===== config.mk =====
export PLATFORM = sky130hd
export DESIGN_NAME = command_controller
export DESIGN_NICKNAME = d
export VERILOG_FILES = /design/src/rtl/command_controller.sv
export SDC_FILE = /design/constraint.sdc
export NUM_CORES = 1
export LEC_CHECK = 0
export CAP_MARGIN = 20
export CORE_MARGIN = 8
export CORE_UTILIZATION = 37
export DETAILED_ROUTE_END_ITERATION = 10
export MAX_ROUTING_LAYER = met4
export PLACE_DENSITY = 0.76
export SYNTH_ARGS = -nofsm -noshare
export SYNTH_HDL_FRONTEND = slang
export SYNTH_SLANG_ARGS = --single-unit

===== constraint.sdc =====
create_clock -name clk -period 1.95 [get_ports clk]
set_clock_uncertainty 0.15 [all_clocks]
set_input_delay 0.2925 -clock clk [delete_from_list [all_inputs] [get_ports clk]]
set_output_delay 0.2925 -clock clk [all_outputs]
set_load 0.01 [all_outputs]

===== src/rtl/command_controller.sv =====
// rtl/command_controller.sv - frame decoder producing one-cycle register read/write strobes
// Optional error pulse output: define CMDCTRL_ERR_EN.
module command_controller #(
    parameter int                    WORD_WIDTH  = 8,
    parameter int                    VALUE_WORDS = 4,
    parameter logic [WORD_WIDTH-1:0] READ_CMD    = 8'h00,
    parameter logic [WORD_WIDTH-1:0] WRITE_CMD   = 8'hAA
) (
    input  logic                              clk,
    input  logic                              i_reset,
    input  logic [WORD_WIDTH*(VALUE_WORDS+2)-1:0] i_data,
    input  logic                              i_dv,
    output logic [WORD_WIDTH-1:0]             o_w_addr,
    output logic [WORD_WIDTH*VALUE_WORDS-1:0] o_w_data,
    output logic                              o_w_en,
    output logic [WORD_WIDTH-1:0]             o_r_addr,
`ifdef CMDCTRL_ERR_EN
    output logic                              o_err,
`endif
    output logic                              o_r_en
);

    localparam int VAL_W   = WORD_WIDTH * VALUE_WORDS;
    localparam int FRAME_W = WORD_WIDTH * (VALUE_WORDS + 2);

    localparam logic [0:0] IDLE  = 1'b0;
    localparam logic [0:0] ISSUE = 1'b1;

    logic [0:0]            state;
    logic [WORD_WIDTH-1:0] cmd;
    logic [WORD_WIDTH-1:0] addr;
    logic [VAL_W-1:0]      value;
    logic                  is_write;
    logic                  is_read;
    logic                  is_bad;

    assign cmd      = i_data[FRAME_W-1 -: WORD_WIDTH];
    assign addr     = i_data[VAL_W +: WORD_WIDTH];
    assign value    = i_data[VAL_W-1:0];
    assign is_write = i_dv && (cmd == WRITE_CMD);
    assign is_read  = i_dv && (cmd == READ_CMD) && !is_write;
    assign is_bad   = i_dv && !is_write && !is_read;

    // Strobes default low every edge so each accepted frame gives exactly one pulse.
    always_ff @(posedge clk) begin
        if (i_reset) begin
            state    <= IDLE;
            o_w_addr <= '0;
            o_w_data <= '0;
            o_w_en   <= 1'b0;
            o_r_addr <= '0;
            o_r_en   <= 1'b0;
        end else begin
            o_w_en <= 1'b0;
            o_r_en <= 1'b0;
            state  <= (is_write || is_read) ? ISSUE : IDLE;
            if (is_write) begin
                o_w_addr <= addr;
                o_w_data <= value;
                o_w_en   <= 1'b1;
            end else if (is_read) begin
                o_r_addr <= addr;
                o_r_en   <= 1'b1;
            end
        end
    end

`ifdef CMDCTRL_ERR_EN
    always_ff @(posedge clk) begin
        if (i_reset) begin
            o_err <= 1'b0;
        end else begin
            o_err <= is_bad;
        end
    end
`else
    logic unused_bad;
    assign unused_bad = is_bad;
`endif

    logic unused_state;
    assign unused_state = state[0];

endmodule


==> results_dict.tcl, run 1 <==
set metrics [dict create \
    leakage_nw 1.22 \
    worstSetupPathType "in2reg" \
    clk_pin_slew_ns 0.09 \
    cts_buffers 5 \
    floorplan.initialDensity_pct 37.8 \
    r2r-end "o_r_addr[3]" \
    arrival_ns 1.96 \
    wl_mm 5.56 \
    placementRows 28 \
    synth_compound_area_share_pct 0 \
    status "finished clean" \
    root_buffer "clkbuf_8" \
    dieWidth_um 93.3 \
    clkSinkCount 50 \
    post_drt_wl_per_cell_um 14.4 \
    rsz0062_at_grt "no" \
    synth_top_family_by_area "simple AND/OR/NAND/NOR gates" \
    seq_area_um2 1000 \
    syn_to_final_growth_pct 55.7 \
    ff2ff_setup_slack_ns 1.17 \
    required_ns 2.02 \
    final_min_period_over_clock_period_pct 97.1 \
    drtIter0Drc 26 \
    vias 1738 \
    final_cells 387 \
    clock_latency_ns 0.30 \
    drcViolationCount 0 \
    irDropWorstVdd_mv 0.368 \
    synth-seq-area-share_pct 45.2 \
    maxCapViolCount 0 \
    clockBufferDepth 2 \
    place_area_um2 3290 \
    final_area_um2 3440 \
    fin_util_pct 58.9 \
    port-buffer-count 100 \
    multiInputGateArea_um2 1110 \
    synth_fp_nets 260 \
    setup_viol 0 \
    startpoint_type "input port" \
    tightest_slew_ns 0.258 \
    layout-drive-gt1-share_pct 7.05 \
    cts_tree "yes" \
    n_fill_cell 507 \
    end_kind "flop" \
    place_hpwl_mm 4.05 \
    hold_viol_final 0 \
    grt_max_degree 91 \
    critPathLaunch "i_data[44]" \
    placed_cells 376 \
    drt-pass1-iter-count 4 \
    crit_path_end "o_r_addr[3]" \
    hold_path.class "reg2reg" \
    whs_ns 0.327 \
    ys_types 12 \
    synthAdderAreaFrac_pct 0 \
    gp_congestion 0.663 \
    via_per_inst 4.49 \
    synth_warnings 0 \
    p_per_area_nw_per_um2 565 \
    die_y_um 93.3 \
    fin_nets 362 \
    fin_crit_ns 1.89 \
    ant_nets 0 \
    grt_usage_pct 12.7 \
    slew_headroom_pct 82.8 \
    grt_pass1_wl_mm 8.75 \
    antenna_found_initial 0 \
    r2r_start "o_r_addr[3]" \
    synthCells 209 \
    synth_xor_area_share_pct 0 \
    htree_levels 2 \
    drv_slew 0 \
    tns_ns 0 \
    ioPinCount 101 \
    overflow 0 \
    synth_mux_area_share_pct 21.7 \
    diodes 0 \
    synth_simple_gate_area_share_pct 28.3 \
    syn_avg_cell_area_um2 10.6 \
    syn_area_um2 2210 \
    grt_pass1_vias 1845 \
    max_clock_freq_ghz 0.528 \
    cp_max_fo 8 \
    synth_seq_cells 50 \
    reg2regPathDepth 2 \
    dieArea_um2 8710 \
    min_from "o_w_data[28]" \
    cts-hold-fix-buffers 0 \
    core-area_um2 5850 \
]
## placed cells by master, fill, tap and decap left out, drive strengths merged
master,count
buf,10
bufinv,1
clkbuf,6
clkdlybuf4s50,99
clkinv,1
dfxtp,50
inv,1
mux2i,48
nand2b,88
nand4,1
nor3,2
nor4,2
or3,1
or4,1
or4b,1
## repair_timing
item,CTS,global route
buffers inserted,0,2
setup endpoints to repair,0,36
gates resized for setup,0,1
## cell type report
| cell class | instances | area share, % |
|---|---|---|
| Timing Repair Buffer | 110 | 32.7 |
| Multi-Input combinational cell | 144 | 32.2 |
| Sequential cell | 50 | 29.1 |
| Tap cell | 75 | 2.73 |
| Clock buffer | 5 | 2.00 |
| Clock inverter | 3 | 1.27 |
## critical path: stages
cell and delay, ns:
clkdlybuf4s50_1 0.40, or4b_4 0.56, buf_4 0.17, nor3_4 0.19, buf_12 0.16, mux2i_1 0.19
## stage by stage
step                power [mW]  worst slack [ns]
floorplan                 1.12            0.0303
detailed placement        1.23            -0.309
finish                    1.95            0.0572
global route              2.03           0.00844
CTS                       1.97            0.0116
global placement          1.23            -0.285
## synthesized netlist by cell type
master	instances	area, um^2
nor4_1	2	12.5
mux2i_1	48	480
buf_6	2	22.5
nand2b_1	88	551
or4_1	1	7.51
dfxtp_1	50	1000
or4b_1	1	10.0
clkbuf_1	10	37.5
or3_1	1	6.26
buf_8	3	45.0
nor3_4	2	32.5
nand4_1	1	6.26
## per-layer routing
metal | vias to the layer above | wire, um | global-route usage, %
met5 | - | 0 | -
met4 | 0 | 46 | 3.22
met3 | 6 | 521 | 5.69
met2 | 69 | 2340 | 19.0
met1 | 782 | 2650 | 15.0
li1 | 881 | - | -
## power breakdown
part,switching (mW),internal (mW),total [mW]
logic,0.0540,0.133,0.187
clock network,0.352,0.385,0.737
registers,0.000679,1.02,1.02
total,0.407,1.54,1.95
## cells by family after synthesis
kind of cell / Yosys count
and+or+nand+nor: 96
DFF: 50
muxes: 48
buffers and inverters: 15
## flip-flops by register name, summed over array words and instances (netlist names)
register / count
o_r_addr: 8
o_w_data: 32
o_w_addr: 8
o_r_en: 1
o_w_en: 1
## worst min path at each step
stage	depth (start not counted)	slack [ns]	to
after floorplan	1	0.22	o_r_en
after global placement	2	0.31	o_w_data[30]
after detailed placement	2	0.31	o_w_data[11]
after CTS	2	0.33	o_w_data[18]
after global routing	2	0.34	o_w_data[28]
final	2	0.33	o_w_data[28]
No activity file was read; power rests on OpenSTA's default activity.
==> run 2, diff against run 1 <==
Settings changed: CTS_CLUSTER_SIZE set to 28.
Clock period 1.95 ns to 1.68 ns, I/O delays scaled along.
==> results_dict.tcl, run 2 (synthesized netlist as in run 1, its figures left out) <==
set metrics [dict create \
    slowest_delay_ns 0.56 \
    top_register "o_w_data" \
    vias 1776 \
    final_cell_mix "92 x clkdlybuf4s50_1, 88 x nand2b_1, 50 x dfxtp_1" \
    crit_chain "clkdlybuf4s50_1" \
    end_kind "output pin" \
    placementRows 28 \
    pwr-share-comb_pct 10.4 \
    grt_max_degree 44 \
    tightest_slew_ns 0.369 \
    ant_nets 0 \
    floorplan.initialDensity_pct 37.8 \
    die_y_um 93.3 \
    post_drt_wl_per_cell_um 14.7 \
    switchingPower_mw 0.461 \
    wl_met1_mm 2.77 \
    largest_register_ffs 32 \
    cts_tree "yes" \
    fin_util_pct 60.2 \
    drtIter0Drc 47 \
    overflow 0 \
    p_per_area_nw_per_um2 606 \
    startpoint_type "flop" \
    wl_mm 5.77 \
    final_common_cell "clkdlybuf4s50_1" \
    irDropWorstVdd_mv 0.396 \
    p_clk_share_pct 34.0 \
    required_ns 1.28 \
    leakage_nw 1.28 \
    place_hpwl_mm 4.12 \
    cp_top_family "buffers and inverters" \
    gp_congestion 0.719 \
    maxCapViolCount 0 \
    top_layer "met4" \
    swShare_pct 21.6 \
    met2_wirelength_mm 2.51 \
    placed_cells 378 \
    final_area_um2 3520 \
    clock_latency_ns 0.30 \
    final_cells 391 \
    fin_nets 366 \
    status "finished clean" \
    arrival_ns 1.23 \
    drcViolationCount 0 \
    grt_usage_pct 13.7 \
    dieWidth_um 93.3 \
    seqPwrFrac_pct 55.5 \
    fin_crit_ns 1.63 \
    place_area_um2 3320 \
    cts-hold-fix-buffers 0 \
    antenna_found_initial 0 \
    ioPinCount 101 \
    cts_buffers 5 \
    grt_pass1_wl_mm 9.21 \
    layout-drive-gt1-share_pct 8.86 \
    critPathSlowestCell "clkdlybuf4s50_1" \
    clockBufferDepth 2 \
    grt_pass1_vias 1833 \
    clkSinkCount 50 \
    setup_viol 0 \
    cp_max_fo 2 \
    root_buffer "clkbuf_8" \
    hold_path.class "in2reg" \
    diodes 0 \
    slew_headroom_pct 75.4 \
    port-buffer-count 100 \
    drt-pass1-iter-count 4 \
    core-area_um2 5850 \
    p_int_mw 1.68 \
    clk_pin_slew_ns 0.09 \
    max_clock_freq_ghz 0.614 \
    worstSetupPathType "reg2out" \
    htree_levels 2 \
    via_per_inst 4.54 \
    wl_met3_um 427 \
    worst-path-buf-inv 1 \
    drv_slew 0 \
    top_regs "o_w_data: 32 flops, o_r_addr: 8 flops, o_w_addr: 8 flops" \
    dieArea_um2 8710 \
    hold_viol_final 0 \
    final_min_period_over_clock_period_pct 96.9 \
    syn_to_final_growth_pct 59.2 \
    rsz0062_at_grt "no" \
]
## run 2: cell count changes in the layout (fill, tap and decap cells not counted), sizes merged
cell	delta
dlygate4sd2	+1
bufinv	-1
buf	+5
clkdlybuf4s15	+1
dlymetal6s2s	+3
clkdlybuf4s50	-7
inv	-1
clkbuf	+3
## run 2: repair_timing
item	4_1_cts	5_1_grt
gates cloned	3	0
endpoints found under the setup margin	48	31
setup buffers	5	0
resized for setup	14	7
pin swaps	4	4
endpoints found under the hold margin	0	0
## run 2: per-layer routing
| layer | global-route usage, % | vias up |
|---|---|---|
| met5 | - | - |
| met1 | 16.9 | 805 |
| met3 | 4.89 | 5 |
| met4 | 3.62 | 0 |
| met2 | 20.7 | 70 |
| li1 | - | 896 |
## run 2: power groups by stage
stage | registers, mW | logic [mW] | clock network, mW
floorplan | 1.21 | 0.0816 | 0
global placement | 1.21 | 0.222 | 0
detailed placement | 1.21 | 0.225 | 0
CTS | 1.19 | 0.226 | 0.751
global route | 1.19 | 0.242 | 0.798
finish | 1.19 | 0.223 | 0.727
## run 2: per-stage QoR
stage                     setup slack (ns)  power (mW)  hold slack (ns)  setup TNS [ns]
after CTS                           0.0229        2.16            0.283               0
after global routing               0.00637        2.23            0.142               0
after detailed placement            -0.526        1.44            0.313          -23.79
after floorplan                     -0.183        1.30            0.180           -6.94
after global placement              -0.493        1.44            0.308          -21.93
final                               0.0526        2.14            0.132               0
## run 2: area by class of cell
class	instances	area [um^2]
fillers	496	2330
clock buffers	7	86.3
clock inverters	1	5.00
multi-input cells	144	1110
well taps	75	93.8
repair buffers	114	1220
flip-flops and latches	50	1000
## run 2: path summary, 6_finish.rpt
path / cells past startpoint / end / startpoint / slack, ns
setup / recovery: 1 / o_w_data[31] / o_w_data[31] / 0.05
hold / removal: 3 / o_r_en / i_data[47] / 0.13
setup reg to reg: 2 / o_w_addr[2] / o_w_addr[2] / 0.90
hold reg to reg: 2 / o_w_data[4] / o_w_data[4] / 0.32
==> RTL edit 1, RTL diff (config.mk and constraints of run 1) <==
Set the parameter `WORD_WIDTH` to 12 (it was 8).
--- a/src/rtl/command_controller.sv
+++ b/src/rtl/command_controller.sv
@@ -1,7 +1,7 @@
 // rtl/command_controller.sv - frame decoder producing one-cycle register read/write strobes
 // Optional error pulse output: define CMDCTRL_ERR_EN.
 module command_controller #(
-    parameter int                    WORD_WIDTH  = 8,
+    parameter int                    WORD_WIDTH  = 12,
     parameter int                    VALUE_WORDS = 4,
     parameter logic [WORD_WIDTH-1:0] READ_CMD    = 8'h00,
     parameter logic [WORD_WIDTH-1:0] WRITE_CMD   = 8'hAA
Interface: changed (resized i_data, o_r_addr, o_w_addr and o_w_data); port bits go from 101 to 149. The function was not compared with the original's and may differ.
==> RTL edit 1 against run 1 <==
  * Register-to-register slack about the same
  * Sequential cell count is 24 higher
  * Worst hold slack lost 0.0036 ns
  * Sequential share of layout area rose by 0.086 points
  * Area after synthesis rose by 51%
  * Routed wire length up 57%
  * Setup slack better by 0.13 ns
  * Combinational power increased by 44%
  * Final area rose by 48%
  * Synthesized cell count up 49%
  * Clock power grew 76%
  * Total power rose by 58%
  * Critical endpoint is now o_r_addr[6]
==> RTL edit 1: results (changes against run 1) <==
| Metric | Value |
|---|---|
| Share of layout cells above drive strength 1 | 0.0711 (was 0.0705) |
| First-pass GRT wire length | 14200 µm (was 8750 µm) |
| Worst vdd ir | 0.307 mV (was 0.368 mV) |
| CP max FO | 12 (was 8) |
| Fmax | 567 MHz (was 528 MHz) |
| Largest stage delay on the critical path | 0.49 ns (was 0.56 ns) |
| Placed Instances | 556 (was 376) |
| RD Place Congestion | 0.761 (was 0.663) |
| Detail Route met2 WL | 3830 µm (was 2340 µm) |
| GR met1 Demand/Resource | 0.174 (was 0.150) |
| Slowest-stage cell, CP | nor4_1 (was or4b_4) |
| M1 WL | 4110 µm (was 2650 µm) |
| Registers with the most flip-flops | o_w_data x48, o_r_addr x12, o_w_addr x12 (was o_w_data x32, o_r_addr x8, o_w_addr x8) |
| Area Growth Syn to Fin | 52.4% (was 55.7%) |
| Post-Route WL | 8730 µm (was 5560 µm) |
| CTS HTree Levels | 3 (was 2) |
| Vias | 2559 (was 1738) |
| M3 GR Usage | 0.0536 (was 0.0569) |
| DR vias/cell | 4.47 (was 4.49) |
| Crit path DAT | 1.88 ns (was 1.96 ns) |
| Top post-synthesis cells by count | 132 x nand2b_1, 74 x dfxtp_1, 72 x mux2i_1, 14 x clkbuf_1, 7 x buf_12 (was 88 x nand2b_1, 50 x dfxtp_1, 48 x mux2i_1, 10 x clkbuf_1, 3 x buf_8) |
| Clock sink total | 74 (was 50) |
| Worst slack, placed | -0.168 ns (was -0.309 ns) |
| Seq/Total Area, Yosys | 0.444 (was 0.452) |
| DP HPWL | 6550 µm (was 4050 µm) |
| Fillcell total | 754 (was 507) |
| Port Buf Inserts | 148 (was 100) |
| Area post-placement | 0.00486 mm² (was 0.00329 mm²) |
| Metal3 WL | 675 µm (was 521 µm) |
| Total Routing Usage GR | 0.144 (was 0.127) |
| Vias in the first global route | 2848 (was 1845) |
| Pin count of the biggest net entering global routing | 69 (was 91) |
| Synthesized netlist net count | 386 (was 260) |
| DR iter-0 viols | 95 (was 26) |
| Outcome | completed (unchanged) |
| Synth Area per Inst | 10.7 µm² (was 10.6 µm²) |
| Num CTS Buffers | 9 (was 5) |
| Clock Latency Late Sink | 0.34 ns (was 0.30 ns) |
| Top cells by area, synth | dfxtp_1 44%, nand2b_1 25%, mux2i_1 22% (was dfxtp_1 45%, nand2b_1 25%, mux2i_1 22%) |
| M2 GR Usage | 0.213 (was 0.190) |
| Slew HR | 0.667 (was 0.828) |
| Leakage | 1.71 nW (was 1.22 nW) |
| Count of cell types in the netlist | 15 (was 12) |
==> RTL edit 1: changes by cell type in the layout (fill, tap and decap cells not counted), sizes merged, moves of 2 or more <==
cell,delta
mux2i,+24
and4,+5
buf,+3
dfxtp,+24
clkinvlp,+2
clkdlybuf4s50,+48
nor3,-2
clkinv,+2
nand2b,+44
clkbuf,+3
==> RTL edit 1: area by class of cell <==
type                    count  share of cell area
clock buffers               9              0.0244
clock inverters             7              0.0185
multi-input cells         214               0.323
flip-flops and latches     74               0.292
well taps                 108              0.0266
repair buffers            160               0.316
==> RTL edit 1: cell families (layout without fill, tap and decap cells) <==
kind of cell,count (synthesis),after routing,share of synthesized area
simple gates,142,142,0.277
mux,72,72,0.216
flops,74,74,0.444
buf+inv,23,176,0.0627
==> RTL edit 1: power breakdown <==
| group | leakage (nW) | total [W] | internal, W | switching, W |
|---|---|---|---|---|
| clock | 0.105 | 0.00130 | 0.000718 | 0.000578 |
| combinational | 1.01 | 0.000270 | 0.000191 | 0.0000783 |
| sequential | 0.596 | 0.00151 | 0.00151 | 0.0000000836 |
| total | 1.71 | 0.00308 | 0.00242 | 0.000656 |
==> RTL edit 1: final timing paths <==
| path | endpoint | start | depth (start not counted) | slack [ns] |
|---|---|---|---|---|
| min reg2reg | o_w_addr[6] | o_w_addr[6] | 2 | 0.32 |
| max reg2reg | o_w_data[3] | o_w_data[3] | 2 | 1.17 |
| max | o_r_addr[6] | i_data[63] | 5 | 0.19 |
| min | o_w_addr[6] | o_w_addr[6] | 2 | 0.32 |
==> RTL edit 1: worst min-delay path, delay by kind of cell, from the launching register on <==
kind             cells  cell delay, ns
DFF                  1            0.32
and+or+nand+nor      1            0.06
muxes                1            0.05
==> RTL edit 2, RTL diff (settings of run 1) <==
Without the edit above. Register the output `o_r_addr` once more, cleared by the reset; this adds one clock of latency there. The other outputs are not delayed to match.
--- a/src/rtl/command_controller.sv
+++ b/src/rtl/command_controller.sv
@@ -26,6 +26,8 @@
     localparam logic [0:0] IDLE  = 1'b0;
     localparam logic [0:0] ISSUE = 1'b1;
 
+    logic [WORD_WIDTH-1:0] o_r_addr_s0;
+
     logic [0:0]            state;
     logic [WORD_WIDTH-1:0] cmd;
     logic [WORD_WIDTH-1:0] addr;
@@ -48,7 +50,7 @@
             o_w_addr <= '0;
             o_w_data <= '0;
             o_w_en   <= 1'b0;
-            o_r_addr <= '0;
+            o_r_addr_s0 <= '0;
             o_r_en   <= 1'b0;
         end else begin
             o_w_en <= 1'b0;
@@ -59,7 +61,7 @@
                 o_w_data <= value;
                 o_w_en   <= 1'b1;
             end else if (is_read) begin
-                o_r_addr <= addr;
+                o_r_addr_s0 <= addr;
                 o_r_en   <= 1'b1;
             end
         end
@@ -81,5 +83,13 @@
     logic unused_state;
     assign unused_state = state[0];
 
+    always_ff @(posedge clk) begin
+        if (i_reset) begin
+            o_r_addr <= '0;
+        end else begin
+            o_r_addr <= o_r_addr_s0;
+        end
+    end
+
 endmodule
 
Check against the original RTL: not equivalent (Yosys sat finds a counterexample within 4 cycles, from zero or initial values and one cycle with i_reset high).
==> RTL edit 2 against run 1 <==
  * Total power grew 33%
  * Largest cell class unchanged
  * Critical path type unchanged
  * Via count grew 5.8%
  * Sequential power grew 17%
  * Area after synthesis grew 8.6%
  * Critical path depth is the same
  * Final area grew 10%
  * Routed wire length grew 9.6%
  * Highest routed layer unchanged
  * Setup slack lost 0.010 ns
  * Sequential cell count grew 8
  * Core utilization grew 1.3 points
==> RTL edit 2: results (changes against run 1) <==
| Metric | Value |
|---|---|
| Outcome | completed (unchanged) |
| Synthesized netlist net count | 276 (was 260) |
| GR met1 Demand/Resource | 0.152 (was 0.150) |
| Hold-critical path depth | 3 (was 2) |
| Largest stage delay on the critical path | 0.58 ns (was 0.56 ns) |
| Seq/Total Area, Yosys | 0.483 (was 0.452) |
| Synth Warn # | 0 (unchanged) |
| M2 GR Usage | 0.205 (was 0.190) |
| Worst slack, placed | -0.354 ns (was -0.309 ns) |
| Fillcell total | 551 (was 507) |
| Worst vdd ir | 0.434 mV (was 0.368 mV) |
| Pin count of the biggest net entering global routing | 59 (was 91) |
| M3 GR Usage | 0.0479 (was 0.0569) |
| Avg WL per Cell | 14.7 µm (was 14.4 µm) |
| Worst reg2reg setup slack | 1.14 ns (was 1.17 ns) |
| Switching power | 0.000519 W (was 0.000407 W) |
| CP max FO | 9 (was 8) |
| Final nets | 383 (was 362) |
| Hold Slack | 0.284 ns (was 0.327 ns) |
| Placed Instances | 395 (was 376) |
| Top cells by area, synth | dfxtp_1 48%, nand2b_1 23%, mux2i_1 20% (was dfxtp_1 45%, nand2b_1 25%, mux2i_1 22%) |
| Leakage | 1.44 nW (was 1.22 nW) |
| RD Place Congestion | 0.707 (was 0.663) |
| First-pass GRT wire length | 9360 µm (was 8750 µm) |
| Critical R2R Launch | o_r_addr_s0[2] (was o_r_addr[3]) |
| Count of cell types in the netlist | 13 (was 12) |
| Vias in the first global route | 1961 (was 1845) |
| Reg clk slew, reported paths | 0.07 ns (was 0.09 ns) |
| Slowest-stage cell, CP | or4b_4 (unchanged) |
| Vias | 1838 (was 1738) |
| Slew @ Worst Pin | 0.403 ns (was 0.258 ns) |
| DR iter-0 viols | 56 (was 26) |
| Crit Reg-Reg Endpoint | o_r_addr_s0[2] (was o_r_addr[3]) |
| Total Routing Usage GR | 0.134 (was 0.127) |
| Num CTS Buffers | 9 (was 5) |
| DP HPWL | 4440 µm (was 4050 µm) |
| CTS HTree Levels | 3 (was 2) |
| Crit path DAT | 2.01 ns (was 1.96 ns) |
| Share of layout cells above drive strength 1 | 0.0920 (was 0.0705) |
| Top post-synthesis cells by count | 88 x nand2b_1, 58 x dfxtp_1, 48 x mux2i_1, 10 x clkbuf_1, 8 x inv_1 (was 88 x nand2b_1, 50 x dfxtp_1, 48 x mux2i_1, 10 x clkbuf_1, 3 x buf_8) |
| Clock Latency Late Sink | 0.33 ns (was 0.30 ns) |
| HP Start | i_reset (was o_w_data[28]) |
| Post-Route WL | 6100 µm (was 5560 µm) |
| Cells after synthesis | 225 (was 209) |
-- RTL edit 2: changes by cell type after synthesis --
cell / change
inv_1: +8
dfxtp_1: +8
-- RTL edit 2: kinds of logic (layout without fill, tap and decap cells) --
family,count (synthesis),after routing,share of synthesized area
flops,58,58,0.483
simple gates,96,96,0.260
buf+inv,23,135,0.0563
mux,48,48,0.200
-- RTL edit 2: stage by stage --
step,power (W),area (µm²)
finish,0.00259,3790
global placement,0.00140,3490
floorplan,0.00128,2400
CTS,0.00263,3710
detailed placement,0.00140,3490
global route,0.00270,3790
-- RTL edit 2: per-layer routing --
metal | part of all wire | vias to the layer above
li1 | - | 937
met3 | 0.087 | 12
met1 | 0.43 | 827
met2 | 0.47 | 62
met4 | 0.018 | 0
met5 | 0 | -
-- RTL edit 2: timing repair --
action                                  4_1_cts  5_1_grt
endpoints found under the setup margin        1        3
gates cloned                                  0        2
pin swaps                                     0        3
buffers inserted                              0        1
gates resized for setup                       1        3
-- RTL edit 2: how the worst max path moves through the flow --
stage,startpoint,end,slack [ns],depth (start not counted)
finish,i_data[46],o_w_data[31],0.05,6
global route,i_data[46],o_r_addr_s0[2],-0.002,6
CTS,i_data[44],o_w_data[19],0.05,5
detailed placement,i_data[44],o_w_data[19],-0.35,5
global placement,i_data[44],o_w_addr[5],-0.30,5
floorplan,i_data[44],o_w_addr[7],0.03,5
-- RTL edit 2: final cells by class --
| cell class | instances | area, µm² | area share |
|---|---|---|---|
| Inverter | 8 | 30.0 | 0.00791 |
| Clock inverter | 5 | 77.6 | 0.0204 |
| Tap cell | 77 | 96.3 | 0.0254 |
| Multi-Input combinational cell | 144 | 1110 | 0.293 |
| Timing Repair Buffer | 111 | 1170 | 0.310 |
| Clock buffer | 11 | 141 | 0.0373 |
| Sequential cell | 58 | 1160 | 0.306 |
-- RTL edit 2: power groups by stage --
stage | logic [W] | clock network (W) | registers (W)
detailed placement | 0.000188 | 0 | 0.00121
global placement | 0.000184 | 0 | 0.00121
finish | 0.000189 | 0.00121 | 0.00119
global route | 0.000204 | 0.00131 | 0.00119
floorplan | 0.0000698 | 0 | 0.00121
CTS | 0.000190 | 0.00125 | 0.00119
-- RTL edit 2: tightest hold or removal path, cell delays in order --
cell and delay, ns:
buf_2 0.09, buf_4 0.24, nor4_1 0.09
